==> src/rtl/button_debouncer.sv <==
// Two-flop synchroniser followed by a four-state debounce FSM; btn_db only
// moves after the synchronised input has held a new level for STABLE_CYCLES.
module button_debouncer #(
  parameter int STABLE_CYCLES = 1000000
) (
  input  logic clk,
  input  logic rst,
  input  logic btn_in,
  output logic btn_db,
  output logic busy,
  output logic glitch
);

  localparam int CW = (STABLE_CYCLES > 1) ? $clog2(STABLE_CYCLES) : 1;
  localparam logic [CW-1:0] CNT_LAST = CW'(STABLE_CYCLES - 1);

  typedef enum logic [1:0] {
    LOW,
    WAIT_HIGH,
    HIGH,
    WAIT_LOW
  } state_t;

  state_t        state, state_nxt;
  logic [CW-1:0] cnt, cnt_nxt;
  logic          db_nxt, glitch_nxt;
  logic          s1, s2;

  always_ff @(posedge clk) begin
    if (rst) begin
      s1 <= 1'b0;
      s2 <= 1'b0;
    end else begin
      s1 <= btn_in;
      s2 <= s1;
    end
  end

  always_ff @(posedge clk) begin
    if (rst) begin
      state  <= LOW;
      cnt    <= '0;
      btn_db <= 1'b0;
      glitch <= 1'b0;
    end else begin
      state  <= state_nxt;
      cnt    <= cnt_nxt;
      btn_db <= db_nxt;
      glitch <= glitch_nxt;
    end
  end

  // A level that disappears before the final count aborts, even on the last cycle.
  always_comb begin
    state_nxt  = state;
    cnt_nxt    = cnt;
    db_nxt     = btn_db;
    glitch_nxt = 1'b0;
    case (state)
      LOW: begin
        if (s2) begin
          state_nxt = WAIT_HIGH;
          cnt_nxt   = '0;
        end
      end
      WAIT_HIGH: begin
        if (!s2) begin
          state_nxt  = LOW;
          cnt_nxt    = '0;
          glitch_nxt = 1'b1;
        end else if (cnt == CNT_LAST) begin
          state_nxt = HIGH;
          cnt_nxt   = '0;
          db_nxt    = 1'b1;
        end else begin
          cnt_nxt = cnt + 1'b1;
        end
      end
      HIGH: begin
        if (!s2) begin
          state_nxt = WAIT_LOW;
          cnt_nxt   = '0;
        end
      end
      WAIT_LOW: begin
        if (s2) begin
          state_nxt  = HIGH;
          cnt_nxt    = '0;
          glitch_nxt = 1'b1;
        end else if (cnt == CNT_LAST) begin
          state_nxt = LOW;
          cnt_nxt   = '0;
          db_nxt    = 1'b0;
        end else begin
          cnt_nxt = cnt + 1'b1;
        end
      end
      default: begin
        state_nxt = LOW;
        cnt_nxt   = '0;
      end
    endcase
  end

  assign busy = (state == WAIT_HIGH) || (state == WAIT_LOW);

endmodule

==> config.mk <==
export PLATFORM = sky130hd
export DESIGN_NAME = button_debouncer
export DESIGN_NICKNAME = d
export VERILOG_FILES = /design/src/rtl/button_debouncer.sv
export SDC_FILE = /design/constraint.sdc
export NUM_CORES = 1
export LEC_CHECK = 0
export CAP_MARGIN = 20
export CORE_MARGIN = 3
export CORE_UTILIZATION = 62
export CTS_CLUSTER_DIAMETER = 100
export DETAILED_ROUTE_END_ITERATION = 8
export HOLD_SLACK_MARGIN = 0.12
export PLACE_DENSITY = 0.82
export SYNTH_ARGS = -nofsm -noshare
export SYNTH_HDL_FRONTEND = slang
export SYNTH_SLANG_ARGS = --single-unit
==> constraint.sdc <==
create_clock -name clk -period 3.95 [get_ports clk]
set_input_delay 0.79 -clock clk [delete_from_list [all_inputs] [get_ports clk]]
set_output_delay 0.79 -clock clk [all_outputs]
set_load 0.01 [all_outputs]
; ---- Yosys cells after proc, flatten, opt, wreduce, memory -nomap -nowiden
; Cells that the tools add are included.
; Widths: inputs -> output; s select.
[word_totals]
ff_bits = 26
input_bits = 3
[op_classes]
n_eq_ne = 12
add_sub_neg = 1
reduce_logical = 6
n_mux = 21
[ops]
columns = cell, count
row1 = $mux 20, 5
row2 = $pmux 20 s4, 1
row3 = $add 20x1->20 const B, 1
row4 = $eq 20x20->1 const B, 1
row5 = $mux 2, 6
row6 = $ne 2x2->1 const B, 6
row7 = $pmux 2 s4, 1
row8 = $mux 1, 6
row9 = $ne 3x3->1 const B, 2
row10 = $reduce_and 5->1, 1
row11 = $eq 2x2->1 const B, 2
row12 = $pmux 1 s2, 2
row13 = $reduce_and 4->1, 1
row14 = $eq 2x1->1 const B, 1
row15 = $logic_not 2->1, 1
row16 = $reduce_and 2->1, 1
row17 = $reduce_bool 2->1, 1
row18 = $logic_or 1x1->1, 1

; ---- Depth between registers and ports, before layout
; Gate-level depths: netlist (run 1).
[logic_depth]
depth_word = 4
ltp_mapped = 8
mapped_depth_nobuf = 6

; ---- Worst setup path before layout (run 1)
; No wires, ideal clock.
[synth_path]
path_type = register to register
start = reg cnt[0]
end = reg cnt[19]
stages_incl_launch_ff = 8
synth_period_minus_slack_ns = 1.959
path_buffers = 1
path_slack_ns = 1.991
t_arrival_ns = 1.896
path_cell_list = dfxtp_1 ha_1 and4_1 buf_6 and2_4 a211o_2 or4_1 nand3_1
[synth_between]
elab_chain_cells = 4
[synth_rtl]
columns = element, line
row1 = from (decl), 25  ; logic [CW-1:0] cnt, cnt_nxt;
row2 = from (signal assigned), 47  ; cnt <= cnt_nxt;
row3 = $add 20x1->20 or $eq 20x20->1 (tied branches), n/a
row4 = $mux 20 (*), "71, 90"
row5 = "$mux 20, on equally long branches", "86, 67"
row6 = $pmux 20 s4 (*), 59  ; case (state)
; Every way passes the cells marked *; elsewhere a longest branch is shown, timed or not.
; A chain may end at the register's enable or synchronous reset.

==> flow_metrics.env, run 1 <==
export IMPL_status="finished, final reports clean"
export IMPL_cts_buffers=3
export IMPL_grt_overflow=0
export IMPL_routed_wl_um=2647
export IMPL_p_seq_frac=0.573
export IMPL_nNetsFinal=165
export IMPL_crit_chain="clkdlybuf4s50_1, a211oi_4, o21ai_0, a31oi_1"
export IMPL_first_pass_iters=4
export IMPL_ys_ff_latch=26
export IMPL_dp_hpwl_um=1904
export IMPL_ir_worst_vdd_uv=310.4
export IMPL_port_buffers=5
export IMPL_antenna_left=0
export IMPL_p_clk_frac=0.391
export IMPL_synth_edf_count=0
export IMPL_grt_util_all_layers=0.2327
export IMPL_place_gp_congestion=0.8672
export IMPL_ctsLongestPathBuffers=2
export IMPL_cts_hold_buf=0
export IMPL_comb_power_share=0.036
export IMPL_relSlewSlack=0.3861
export IMPL_drive_above_1_share=0.06250
export IMPL_hold_violations=0
export IMPL_die_area_um2=2698
export IMPL_cp_start_kind="input port"
export IMPL_clkTransAtPathRegs_ns=0.14
export IMPL_grt_max_degree=20
export IMPL_clock_fmax_ghz=0.4370
export IMPL_pin_count=6
export IMPL_swShare=0.1940
export IMPL_clock_root_buffer="clkbuf_4"
export IMPL_setup_violations=0
export IMPL_min_delay_path_depth=1
export IMPL_n_antenna_cell=0
export IMPL_num_vias=1181
export IMPL_multiInputGateArea_um2=713.2
export IMPL_drv_slew=0
export IMPL_rsz0062_at_grt="no"
export IMPL_ctsResizeCount=0
export IMPL_cp_max_fo=19
export IMPL_drtIter0Drc=52
export IMPL_async_flop_share=0
export IMPL_vias_per_cell=6.384
export IMPL_post_cts_buffers=0
export IMPL_min_path_type="register to register"
export IMPL_tightestPinTransition_ns=0.9138
export IMPL_cts_tree="built"
export IMPL_clkSinkCount=26
export IMPL_arrival_ns=2.55
export IMPL_synthCells=157
export IMPL_num_rows=15
export IMPL_drc_errors=0
export IMPL_skew_ns=0.01085
export IMPL_syn_area_per_cell_um2=8.336
export IMPL_ys_flop_type="dfxtp_1"
export IMPL_chipWidth_um=51.95
export IMPL_holdCritStartpoint="s1"
export IMPL_synth_cell_types=38
export IMPL_p_int_uw=372.5
export IMPL_r2r_start="cnt[0]"
export IMPL_tns_ns=0
export IMPL_power_leakage_uw=0.0004695
export IMPL_synth_area_um2=1309
export IMPL_die_h_um=51.95
export IMPL_timing_rr_end="cnt[13]"
export IMPL_period_minus_slack_ns=2.288
export IMPL_setup_worst_path_end_class="register"
export IMPL_area_delta_synth_final_pct=6.501
export IMPL_fillCellCount=138
export IMPL_syn_nets=161
export IMPL_holdPathEnd="s2"
export IMPL_initial_core_util=0.7044
export IMPL_power_per_cell_area_nw_per_um2=331.6
export IMPL_p_sw_uw=89.65
export IMPL_ys_seq_area_frac=0.3977
export IMPL_crit_slowest_cell="a211oi_4"
export IMPL_synth_warning_count=0
export IMPL_antenna_found_initial=0
export IMPL_ff2ff_setup_slack_ns=1.71
export IMPL_cts_htree_levels=1
export IMPL_grt_pass1_vias=1084
export IMPL_regArea_um2=520.5
export IMPL_finalCritPeriodShare=0.5793
export IMPL_max_cap_violations=0
export IMPL_crit_type="input port to register"
export IMPL_wire_per_inst_um=14.31
export IMPL_power_total_uw=462.2
export IMPL_clk_latency_ns=0.33
export IMPL_ff2ff_path_depth=6
export IMPL_worstPathRequired_ns=4.21
export IMPL_core_area_um2=1858
export IMPL_grt_pass1_wl_um=4774
export IMPL_cp_slowest_stage_delay_ns=0.74
layer usage:
metal,vias up,track usage,part of all wire
li1,587,-,-
met1,547,0.3262,0.46
met2,43,0.3431,0.46
met3,4,0.05158,0.073
met4,0,0.09170,0.011
met5,-,0,0
synthesized netlist by cell type (2+ instances only):
cell,count,share of area
dfxtp_1,26,0.40
and4_1,3,0.020
inv_1,7,0.020
nor3b_1,2,0.011
nor2_1,11,0.032
a21o_1,3,0.017
clkbuf_1,2,0.0057
nand4_1,5,0.024
xor2_1,3,0.020
buf_6,3,0.026
nor2b_1,2,0.0096
nand2_1,17,0.049
nand3_1,6,0.023
mux2i_1,2,0.015
a22o_1,3,0.020
nor4_1,4,0.019
o21ai_1,2,0.0076
nor3_1,5,0.019
a31oi_1,9,0.043
o21ai_0,10,0.038
or3_1,5,0.024
a21oi_1,11,0.042
power by group through the flow:
stage / clock network [uW] / logic [uW] / registers [uW]
floorplan: 0 / 10.8 / 270
global placement: 0 / 15.9 / 270
detailed placement: 0 / 16.4 / 270
CTS: 184 / 16.5 / 265
global route: 197 / 18.4 / 265
finish: 181 / 16.5 / 265
through the flow:
| step | worst slack, ns | std cells | hold slack, ns | utilization | area (um^2) |
|---|---|---|---|---|---|
| after global placement | 1.378 | 181 | 0.4196 | 0.7219 | 1341 |
| final | 1.662 | 185 | 0.4613 | 0.7502 | 1394 |
| after global routing | 1.504 | 185 | 0.4704 | 0.7502 | 1394 |
| after floorplan | 1.991 | 157 | 0.4138 | - | 1309 |
| after CTS | 1.662 | 185 | 0.4603 | 0.7502 | 1394 |
| after detailed placement | 1.319 | 181 | 0.4295 | 0.7219 | 1341 |
flip-flops by register name, indices dropped and copies added, names as in the netlist, named ones only:
name	count
s2	1
state	1
s1	1
btn_db	1
glitch	1
cnt	20
layout by cell type, fill, tap and decap left out, types with 2 or more instances in the layout:
cell type and instances:
clkdlybuf4s50_1 5, nand3_1 6, a21oi_1 11, a21o_1 3, nor2b_1 2, dfxtp_1 26, clkbuf_4 3, inv_1 7
and4_1 3, a22o_1 3, nor3_1 5, nor3b_1 2, nor4_1 4, a31oi_1 9, xor2_1 3, nor2_1 11
nand4_1 5, nand2_1 17, or3_1 5, mux2i_1 2, o21ai_1 2, o21ai_0 10
area by class of cell:
| type | instances | area share |
|---|---|---|
| clock buffer | 3 | 0.01616 |
| clock inverter | 1 | 0.02154 |
| inverter | 7 | 0.01885 |
| multi-input combinational | 118 | 0.5117 |
| sequential | 26 | 0.3734 |
| tap | 25 | 0.02244 |
| timing repair buffer | 5 | 0.03591 |
worst max-delay path: cells and delay by family:
kind | cells | cell delay, ns
AOI/OAI and AO/OA | 3 | 1.12
buffers and inverters | 1 | 0.63
worst max path at each step:
stage               to  startpoint
6_report       cnt[13]         rst
5_1_grt        cnt[13]         rst
4_1_cts        cnt[12]         rst
3_5_place_dp   cnt[15]         rst
3_3_place_gp   cnt[12]         rst
2_1_floorplan  cnt[19]      cnt[0]
cell families after synthesis:
logic type	share of synthesized area
xor gates and xnor gates	0.02008
buffers and inverters	0.05737
DFF	0.3977
muxes	0.01530
adders and majority gates	0.009559
AOI/OAI and AO/OA	0.2084
and+or+nand+nor	0.2916
Note: power is estimated with default switching activity, not from simulation.
==> inputs of run 2 (changes only) <==
- CORE_UTILIZATION: 62 -> 58
- PLACE_DENSITY: 0.82 -> 0.78
- clock period: 3.95 -> 2.3 ns (I/O delays scaled with it)
==> flow_metrics.env, run 2 (synthesis gave the netlist of run 1 again) <==
export IMPL_min_path_type="register to register"
export IMPL_period_minus_slack_ns=2.122
export IMPL_core_area_um2=2042
export IMPL_setup_worst_path_end_class="register"
export IMPL_grt_overflow=0
export IMPL_pin_count=6
export IMPL_timing_rr_end="cnt[19]"
export IMPL_wire_per_inst_um=14.70
export IMPL_hold_violations=0
export IMPL_clk_latency_ns=0.32
export IMPL_cts_hold_buf=0
export IMPL_n_antenna_cell=0
export IMPL_drive_above_1_share=0.09091
export IMPL_clock_fmax_ghz=0.4713
export IMPL_layout_commonest_cell="dfxtp_1"
export IMPL_tightestPinTransition_ns=0.4269
export IMPL_regArea_um2=520.5
export IMPL_finalCritPeriodShare=0.9224
export IMPL_ir_worst_vdd_uv=579.3
export IMPL_ctsResizeCount=0
export IMPL_clkSinkCount=26
export IMPL_cp_start_kind="register"
export IMPL_ctsLongestPathBuffers=2
export IMPL_drc_errors=0
export IMPL_place_gp_congestion=0.8735
export IMPL_first_pass_iters=4
export IMPL_rsz0062_at_grt="no"
export IMPL_fin_util=0.7022
export IMPL_fillCellCount=172
export IMPL_grt_pass1_wl_um=4823
export IMPL_vias_per_cell=6.302
export IMPL_largest_reg_flops=20
export IMPL_grt_max_degree=16
export IMPL_worstPathRequired_ns=2.58
export IMPL_setup_violations=0
export IMPL_ff2ff_setup_slack_ns=0.18
export IMPL_ff2ff_path_depth=6
export IMPL_antenna_left=0
export IMPL_multiInputGateArea_um2=713.2
export IMPL_power_per_cell_area_nw_per_um2=559.0
export IMPL_critPathCapture="cnt[19]"
export IMPL_top_register="cnt"
export IMPL_clkTransAtPathRegs_ns=0.13
export IMPL_final_cell_mix="dfxtp_1 (26), nand2_1 (17), nor2_1 (11), a21oi_1 (11), o21ai_0 (10)"
export IMPL_power_leakage_uw=0.0004947
export IMPL_skew_ns=0.002039
export IMPL_num_vias=1210
export IMPL_clock_root_buffer="clkbuf_4"
export IMPL_relSlewSlack=0.7128
export IMPL_antenna_found_initial=0
export IMPL_tns_ns=0
export IMPL_drv_slew=0
export IMPL_grt_pass1_vias=1089
export IMPL_dp_hpwl_um=2091
export IMPL_drtIter0Drc=38
export IMPL_cp_max_fo=13
export IMPL_r2r_start="cnt[0]"
export IMPL_arrival_ns=2.40
export IMPL_area_delta_synth_final_pct=9.561
export IMPL_nNetsFinal=170
export IMPL_cts_buffers=3
export IMPL_min_delay_path_depth=1
export IMPL_die_area_um2=2862
export IMPL_crit_path_start="cnt[0]"
export IMPL_crit_type="register to register"
export IMPL_cts_tree="built"
export IMPL_die_h_um=53.50
export IMPL_cts_htree_levels=1
export IMPL_port_buffers=5
export IMPL_routed_wl_um=2822
export IMPL_status="finished, final reports clean"
export IMPL_initial_core_util=0.6409
export IMPL_chipWidth_um=53.50
export IMPL_num_rows=16
export IMPL_grt_util_all_layers=0.2314
export IMPL_post_cts_buffers=0
export IMPL_max_cap_violations=0
run 2: worst min path at each step:
stage | startpoint | endpoint | slack (ns)
2_1_floorplan | s1 | s2 | 0.41
3_3_place_gp | s1 | s2 | 0.42
3_5_place_dp | s1 | s2 | 0.43
4_1_cts | s1 | s2 | 0.46
5_1_grt | s1 | s2 | 0.48
6_report | s1 | s2 | 0.46
run 2: layout make-up:
type                            count  share of cell area
Timing Repair Buffer               10             0.06108
Inverter                            7             0.01832
Clock buffer                        3             0.01571
Multi-Input combinational cell    118              0.4974
Tap cell                           27             0.02356
Sequential cell                    26              0.3630
Clock inverter                      1             0.02094
run 2: per-stage QoR:
stage	std cells	setup slack, ns	hold WS, ns	power [uW]	cell area (um^2)
after global placement	188	0.2705	0.4245	498.0	1381
after floorplan	157	0.3414	0.4138	482.9	1309
after global routing	192	0.07523	0.4801	833.6	1434
after detailed placement	188	0.2176	0.4308	499.8	1381
after CTS	192	0.1834	0.4606	807.6	1434
final	192	0.1784	0.4563	801.5	1434
run 2: power by group:
| part | leakage (uW) | internal (uW) | switching [uW] |
|---|---|---|---|
| combinational | 0.000257 | 15.0 | 20.5 |
| sequential | 0.000210 | 453 | 1.80 |
| clock | 0.0000279 | 176 | 135 |
run 2: worst max-delay path: stages (launching register included):
cell	delay (ns)
dfxtp_1	0.37
ha_1	0.25
and4_1	0.28
and2_4	0.20
a211o_2	0.40
or4_1	0.49
nand3_1	0.09
run 2: layer usage:
metal,up-vias,GRT usage,share of wire
li1,599,-,-
met1,549,0.2789,0.44
met2,60,0.3918,0.48
met3,2,0.07606,0.080
met4,0,0.05957,0.0028
met5,-,0,0
==> inputs of run 3 (changes only) <==
- SLEW_MARGIN: unset -> 10
==> results of run 3 <==
No change in the layout: final DEF, timing and power equal those of run 2.
